## config.mk

```make
export PLATFORM = sky130hd
export DESIGN_NAME = bf_io_port
export DESIGN_NICKNAME = d
export VERILOG_FILES = /design/src/rtl/bf_io_port.sv
export SDC_FILE = /design/constraint.sdc
export NUM_CORES = 1
export LEC_CHECK = 0
export CORE_MARGIN = 2
export CORE_UTILIZATION = 40
export CTS_CLUSTER_SIZE = 24
export DETAILED_ROUTE_END_ITERATION = 8
export SLEW_MARGIN = 20
export SYNTH_ARGS = -nofsm -noshare
export SYNTH_HDL_FRONTEND = slang
export SYNTH_SLANG_ARGS = --single-unit
export TNS_END_PERCENT = 30
```

## constraint.sdc

```tcl
create_clock -name i_clk -period 3.8 [get_ports i_clk]
set_input_delay 0.76 -clock i_clk [delete_from_list [all_inputs] [get_ports i_clk]]
set_output_delay 0.76 -clock i_clk [all_outputs]
set_load 0.05 [all_outputs]
```

## src/rtl/bf_io_port.sv

```systemverilog
// Byte I/O responder for the bfX core: output FIFO feeding an 8N1 UART
// transmitter, input FIFO fed by a host valid/ready stream, and core stall.
module bf_io_port #(
    parameter int DEPTH_LOG2   = 4,
    parameter int CLKS_PER_BIT = 16
) (
    input  logic                  i_clk,
    input  logic                  i_rst_n,
    input  logic                  i_out_strobe,
    input  logic [7:0]            i_out_byte,
    input  logic                  i_in_req,
    output logic [7:0]            o_in_byte,
    output logic                  o_stall,
    input  logic                  i_host_in_valid,
    input  logic [7:0]            i_host_in_data,
    output logic                  o_host_in_ready,
    output logic                  o_tx,
    output logic                  o_tx_busy,
    output logic [DEPTH_LOG2:0]   o_out_count,
    output logic [DEPTH_LOG2:0]   o_in_count
);

    localparam int DEPTH = 1 << DEPTH_LOG2;
    localparam int TW    = $clog2(CLKS_PER_BIT);

    localparam logic [TW-1:0]         TIMER_MAX  = TW'(CLKS_PER_BIT - 1);
    localparam logic [TW-1:0]         TIMER_ONE  = TW'(1);
    localparam logic [DEPTH_LOG2-1:0] PTR_ONE    = DEPTH_LOG2'(1);
    localparam logic [DEPTH_LOG2:0]   CNT_ONE    = (DEPTH_LOG2 + 1)'(1);
    localparam logic [DEPTH_LOG2:0]   FULL_COUNT = (DEPTH_LOG2 + 1)'(DEPTH);

    localparam logic [1:0] S_IDLE  = 2'd0;
    localparam logic [1:0] S_START = 2'd1;
    localparam logic [1:0] S_DATA  = 2'd2;
    localparam logic [1:0] S_STOP  = 2'd3;

    logic [7:0]            r_out_mem [DEPTH];
    logic [DEPTH_LOG2-1:0] r_out_wr;
    logic [DEPTH_LOG2-1:0] r_out_rd;
    logic [DEPTH_LOG2:0]   r_out_count;

    logic [7:0]            r_in_mem [DEPTH];
    logic [DEPTH_LOG2-1:0] r_in_wr;
    logic [DEPTH_LOG2-1:0] r_in_rd;
    logic [DEPTH_LOG2:0]   r_in_count;

    logic [1:0]            r_state;
    logic [TW-1:0]         r_timer;
    logic [2:0]            r_bit;
    logic [7:0]            r_shift;
    logic                  r_tx;

    logic w_out_full;
    logic w_out_empty;
    logic w_out_push;
    logic w_out_pop;
    logic w_in_full;
    logic w_in_empty;
    logic w_in_push;
    logic w_in_pop;

    // Full/empty come from pre-edge occupancy, so a same-cycle pop never unblocks a push.
    assign w_out_full  = (r_out_count == FULL_COUNT);
    assign w_out_empty = (r_out_count == '0);
    assign w_out_push  = i_out_strobe & ~w_out_full;
    assign w_out_pop   = (r_state == S_IDLE) & ~w_out_empty;

    assign w_in_full   = (r_in_count == FULL_COUNT);
    assign w_in_empty  = (r_in_count == '0);
    assign w_in_push   = i_host_in_valid & ~w_in_full;
    assign w_in_pop    = i_in_req & ~w_in_empty;

    assign o_stall         = (i_out_strobe & w_out_full) | (i_in_req & w_in_empty);
    assign o_in_byte       = w_in_empty ? 8'h00 : r_in_mem[r_in_rd];
    assign o_host_in_ready = ~w_in_full;
    assign o_tx            = r_tx;
    assign o_tx_busy       = (r_state != S_IDLE);
    assign o_out_count     = r_out_count;
    assign o_in_count      = r_in_count;

    // Storage is deliberately left out of reset; only pointers and counts clear.
    always_ff @(posedge i_clk) begin
        if (w_out_push) r_out_mem[r_out_wr] <= i_out_byte;
        if (w_in_push)  r_in_mem[r_in_wr]   <= i_host_in_data;
    end

    always_ff @(posedge i_clk or negedge i_rst_n) begin
        if (!i_rst_n) begin
            r_out_wr    <= '0;
            r_out_rd    <= '0;
            r_out_count <= '0;
        end else begin
            if (w_out_push) r_out_wr <= r_out_wr + PTR_ONE;
            if (w_out_pop)  r_out_rd <= r_out_rd + PTR_ONE;
            if (w_out_push && !w_out_pop)
                r_out_count <= r_out_count + CNT_ONE;
            else if (!w_out_push && w_out_pop)
                r_out_count <= r_out_count - CNT_ONE;
        end
    end

    always_ff @(posedge i_clk or negedge i_rst_n) begin
        if (!i_rst_n) begin
            r_in_wr    <= '0;
            r_in_rd    <= '0;
            r_in_count <= '0;
        end else begin
            if (w_in_push) r_in_wr <= r_in_wr + PTR_ONE;
            if (w_in_pop)  r_in_rd <= r_in_rd + PTR_ONE;
            if (w_in_push && !w_in_pop)
                r_in_count <= r_in_count + CNT_ONE;
            else if (!w_in_push && w_in_pop)
                r_in_count <= r_in_count - CNT_ONE;
        end
    end

    // Each state or bit lasts until the down-counting timer reaches zero.
    always_ff @(posedge i_clk or negedge i_rst_n) begin
        if (!i_rst_n) begin
            r_state <= S_IDLE;
            r_timer <= '0;
            r_bit   <= '0;
            r_shift <= '0;
            r_tx    <= 1'b1;
        end else begin
            case (r_state)
                S_IDLE: begin
                    r_tx <= 1'b1;
                    if (!w_out_empty) begin
                        r_shift <= r_out_mem[r_out_rd];
                        r_timer <= TIMER_MAX;
                        r_tx    <= 1'b0;
                        r_state <= S_START;
                    end
                end
                S_START: begin
                    if (r_timer == '0) begin
                        r_tx    <= r_shift[0];
                        r_bit   <= '0;
                        r_timer <= TIMER_MAX;
                        r_state <= S_DATA;
                    end else begin
                        r_timer <= r_timer - TIMER_ONE;
                    end
                end
                S_DATA: begin
                    if (r_timer == '0) begin
                        r_timer <= TIMER_MAX;
                        if (r_bit == 3'd7) begin
                            r_tx    <= 1'b1;
                            r_state <= S_STOP;
                        end else begin
                            r_bit   <= r_bit + 3'd1;
                            r_shift <= {1'b0, r_shift[7:1]};
                            r_tx    <= r_shift[1];
                        end
                    end else begin
                        r_timer <= r_timer - TIMER_ONE;
                    end
                end
                S_STOP: begin
                    r_tx <= 1'b1;
                    if (r_timer == '0) begin
                        r_state <= S_IDLE;
                    end else begin
                        r_timer <= r_timer - TIMER_ONE;
                    end
                end
                default: begin
                    r_state <= S_IDLE;
                    r_tx    <= 1'b1;
                end
            endcase
        end
    end

endmodule

```

==> flow_summary.yaml <==
layout:
  final_net_count: 819
  layout.area.seq_um2: 8790
  final_layout_size_suffix_gt1_frac: 0.188
  synthToLayoutAreaGrowth_pct: 15.6
  fin_area_um2: 14500
  antenna_cells: 0
  final_util: 0.471
  fill_cells: 2544
  multi_input_area_um2: 3470
synthesis:
  yosys_warnings: 0
  synth_edf_count: 256
  syn-instance-count: 685
  synth_cell_types: 52
  syn_area_per_cell_um2: 18.3
  yosysSeqAreaShare: 0.703
  async_reset_ff_frac: 0.147
  synth_top_area_frac: 0.615
  synth_area_um2: 12500
  synth_area_leader_cell: "edfxtp_1"
  synth_ff_type: "edfxtp_1"
  syn_nets: 734
  yosys_register_bits: 300
  synth_area_leaders: "edfxtp_1, dfrtp_1, mux4_2"
worst_setup_path:
  critPathMaxFanout: 12
  crit_path_frequent_cell: "buf_4"
  cp_slowest_stage_delay_ns: 0.63
  worstSetupEndpointType: "output pin"
  reg2regPathDepth: 12
  path_class: "reg -> out"
  arrival_ns: 2.73
  critPathTopFamily: "multiplexers"
  critPathLaunchType: "register"
  cp_data_required_time_ns: 3.04
  cpMaxStageDelayCell: "mux4_1"
  startpoint: "r_in_rd[0]"
  cp_num_cells: 5
  rr_startpoint: "o_out_count[0]"
  path_cells: "buf_4, mux4_1, mux4_2, nor2b_4, buf_4"
  path_buf_inv: 2
sta:
  finalClockSkew_ns: 0.0239
  finalSetupTns_ns: 0
  tightest_slew_ns: 0.927
  post-route-period-util: 0.919
  hold_viol_final: 0
  rsz0062_at_grt: "false"
  finalMaxSlewViolations: 0
  setup_viol: 0
  max_slew_margin: 0.382
  final.min_clock_period_ns: 3.49
  fmaxAchievable_ghz: 0.286
global_routing:
  grt_pass1_vias: 6787
  grt_overflow: 0
  gr-usage-met3: 0.0248
  grtUsageMet1: 0.212
  grt_pass1_wl_um: 39700
  grt_use_met2: 0.271
  grt_usage: 0.158
  grt_max_degree: 36
  top_usage_layer: "met2"
  antenna_found_initial: 0
drt:
  vias: 6350
  drc_errors: 0
  avgViaCountPerCell: 5.35
  firstDrtPassIters: 5
  postRouteAntennaNets: 0
  drtIter0Drc: 403
  wl_um: 25700
  wire_per_inst_um: 21.7
clock_network:
  cts_root_buf: "clkbuf_16"
  clockBufferDepth: 3
  cts_buffers: 31
  clock_latency_ns: 0.58
  post_cts_buffers: 0
  ctsResizeCount: 0
  cts_sinks: 300
  h-tree-depth: 1
  clk_pin_slew_worst_paths_ns: 0.06
  postCtsHoldBufs: 0
  cts_tree: "yes"
power:
  powerDensity_nw_per_um2: 802
  power.share.clock: 0.239
  p_leak_nw: 5.02
  internal_power_mw: 7.57
  power_frac_comb: 0.364
  switching_share: 0.347
  irDropWorstVdd_uv: 448
  p_switching_mw: 4.03
  total_power_mw: 11.6
  seq_power_share: 0.397
floorplan:
  io_pins: 43
  num_rows: 64
  die_w_um: 181
  start_util: 0.408
  die_h_um: 181
  core-area_um2: 30700
  die_area_um2: 32700
place:
  dp_hpwl_um: 16900
  placed_cell_area_um2: 13500
  io_buffer_count: 42
  gp_congestion: 0.819
outcome:
  status: "finished, final reports clean"
hold_path:
  hold_path.class: "in -> async"
job:
  max_cap_viol_count: 0
cell usage after synthesis (all sizes together) (2+ instances only):
cell	n
nor4	2
a22oi	14
o31a	2
o311ai	7
xor2	4
o22ai	7
nor2b	11
edfxtp	256
dfrtp	43
and2	2
xnor2	18
a22o	5
inv	13
mux4	59
clkbuf	12
nor2	37
a21oi	17
nand4	3
fa	2
o21a	7
a21o	4
nand2b	6
o22a	4
ha	26
o21ai	11
nand2	38
nor3	10
mux2i	30
mux2	4
buf	21
worst reg2reg max path, delay by kind of cell, from the launching register on:
kind	cells	cell delay, ns
compound gates	2	0.33
xor+xnor	2	0.27
fa+ha+maj	2	0.60
simple gates	4	0.88
flops	1	0.47
buf+inv	2	0.21
flip-flops by register name (all words and copies together) (netlist names), 5 cells and up:
signal	flops
o_in_count	5
r_out_mem	128
o_out_count	5
r_shift	8
r_in_mem	128
layout by cell type, fill, tap and decap left out, drive strengths merged, types with 14 or more instances in the layout:
cell,Yosys,layout
mux4,59,59
dfrtp,43,43
clkbuf,12,38
a22oi,14,14
nor2,37,37
mux2i,30,30
edfxtp,256,256
clkdlybuf4s50,0,33
a21oi,17,17
ha,26,26
xnor2,18,18
nand2,38,38
buf,21,52
inv,13,14
metal layers:
metal / part of all wire / wire length [um] / vias up
li1: - / - / 2885
met1: 0.43 / 11100 / 3280
met2: 0.50 / 13000 / 148
met3: 0.045 / 1170 / 37
met4: 0.020 / 520 / 0
met5: 0 / 0 / -
final timing paths:
check / endpoint / slack [ns]
worst max-delay path: o_in_byte[5] / 0.31
worst min-delay path: r_state[1] / 0.25
worst max register to register: o_out_count[4] / 0.90
worst min register to register: r_shift[2] / 0.50
max in group asynchronous: r_in_rd[0] / 2.82
min in group i_clk: r_shift[2] / 0.50
metrics by stage:
| step | instances | hold WS (ns) | worst slack, ns |
|---|---|---|---|
| 2_1_floorplan | 685 | 0.464 | 0.576 |
| 3_3_place_gp | 1133 | 0.473 | 0.521 |
| 3_5_place_dp | 1133 | 0.481 | 0.508 |
| 4_1_cts | 1187 | 0.270 | 0.272 |
| 5_1_grt | 1187 | 0.302 | 0.226 |
| 6_report | 1187 | 0.251 | 0.308 |
power by group through the flow:
| stage | logic (mW) | registers, mW | clock network [mW] |
|---|---|---|---|
| 2_1_floorplan | 3.14 | 4.58 | 0 |
| 3_3_place_gp | 4.15 | 4.63 | 0 |
| 3_5_place_dp | 4.25 | 4.67 | 0 |
| 4_1_cts | 4.27 | 4.61 | 2.83 |
| 5_1_grt | 4.57 | 4.67 | 2.97 |
| 6_report | 4.22 | 4.60 | 2.77 |
area by class of cell:
type	count	area share
timing repair buffer	85	0.0506
inverter	13	0.00338
clock inverter	16	0.00822
sequential	300	0.608
multi-input combinational	339	0.240
clock buffer	38	0.0555
tap	396	0.0343
logic make-up (layout without fill, tap and decap cells):
logic type	after synthesis	in the layout	synth area share
flops	300	300	0.703
xor+xnor	22	22	0.0154
mux	93	93	0.140
buf+inv	46	152	0.0203
compound gates	81	81	0.0443
fa+ha+maj	28	28	0.0292
simple gates	115	115	0.0478
No activity file was read; power rests on OpenSTA's default activity.
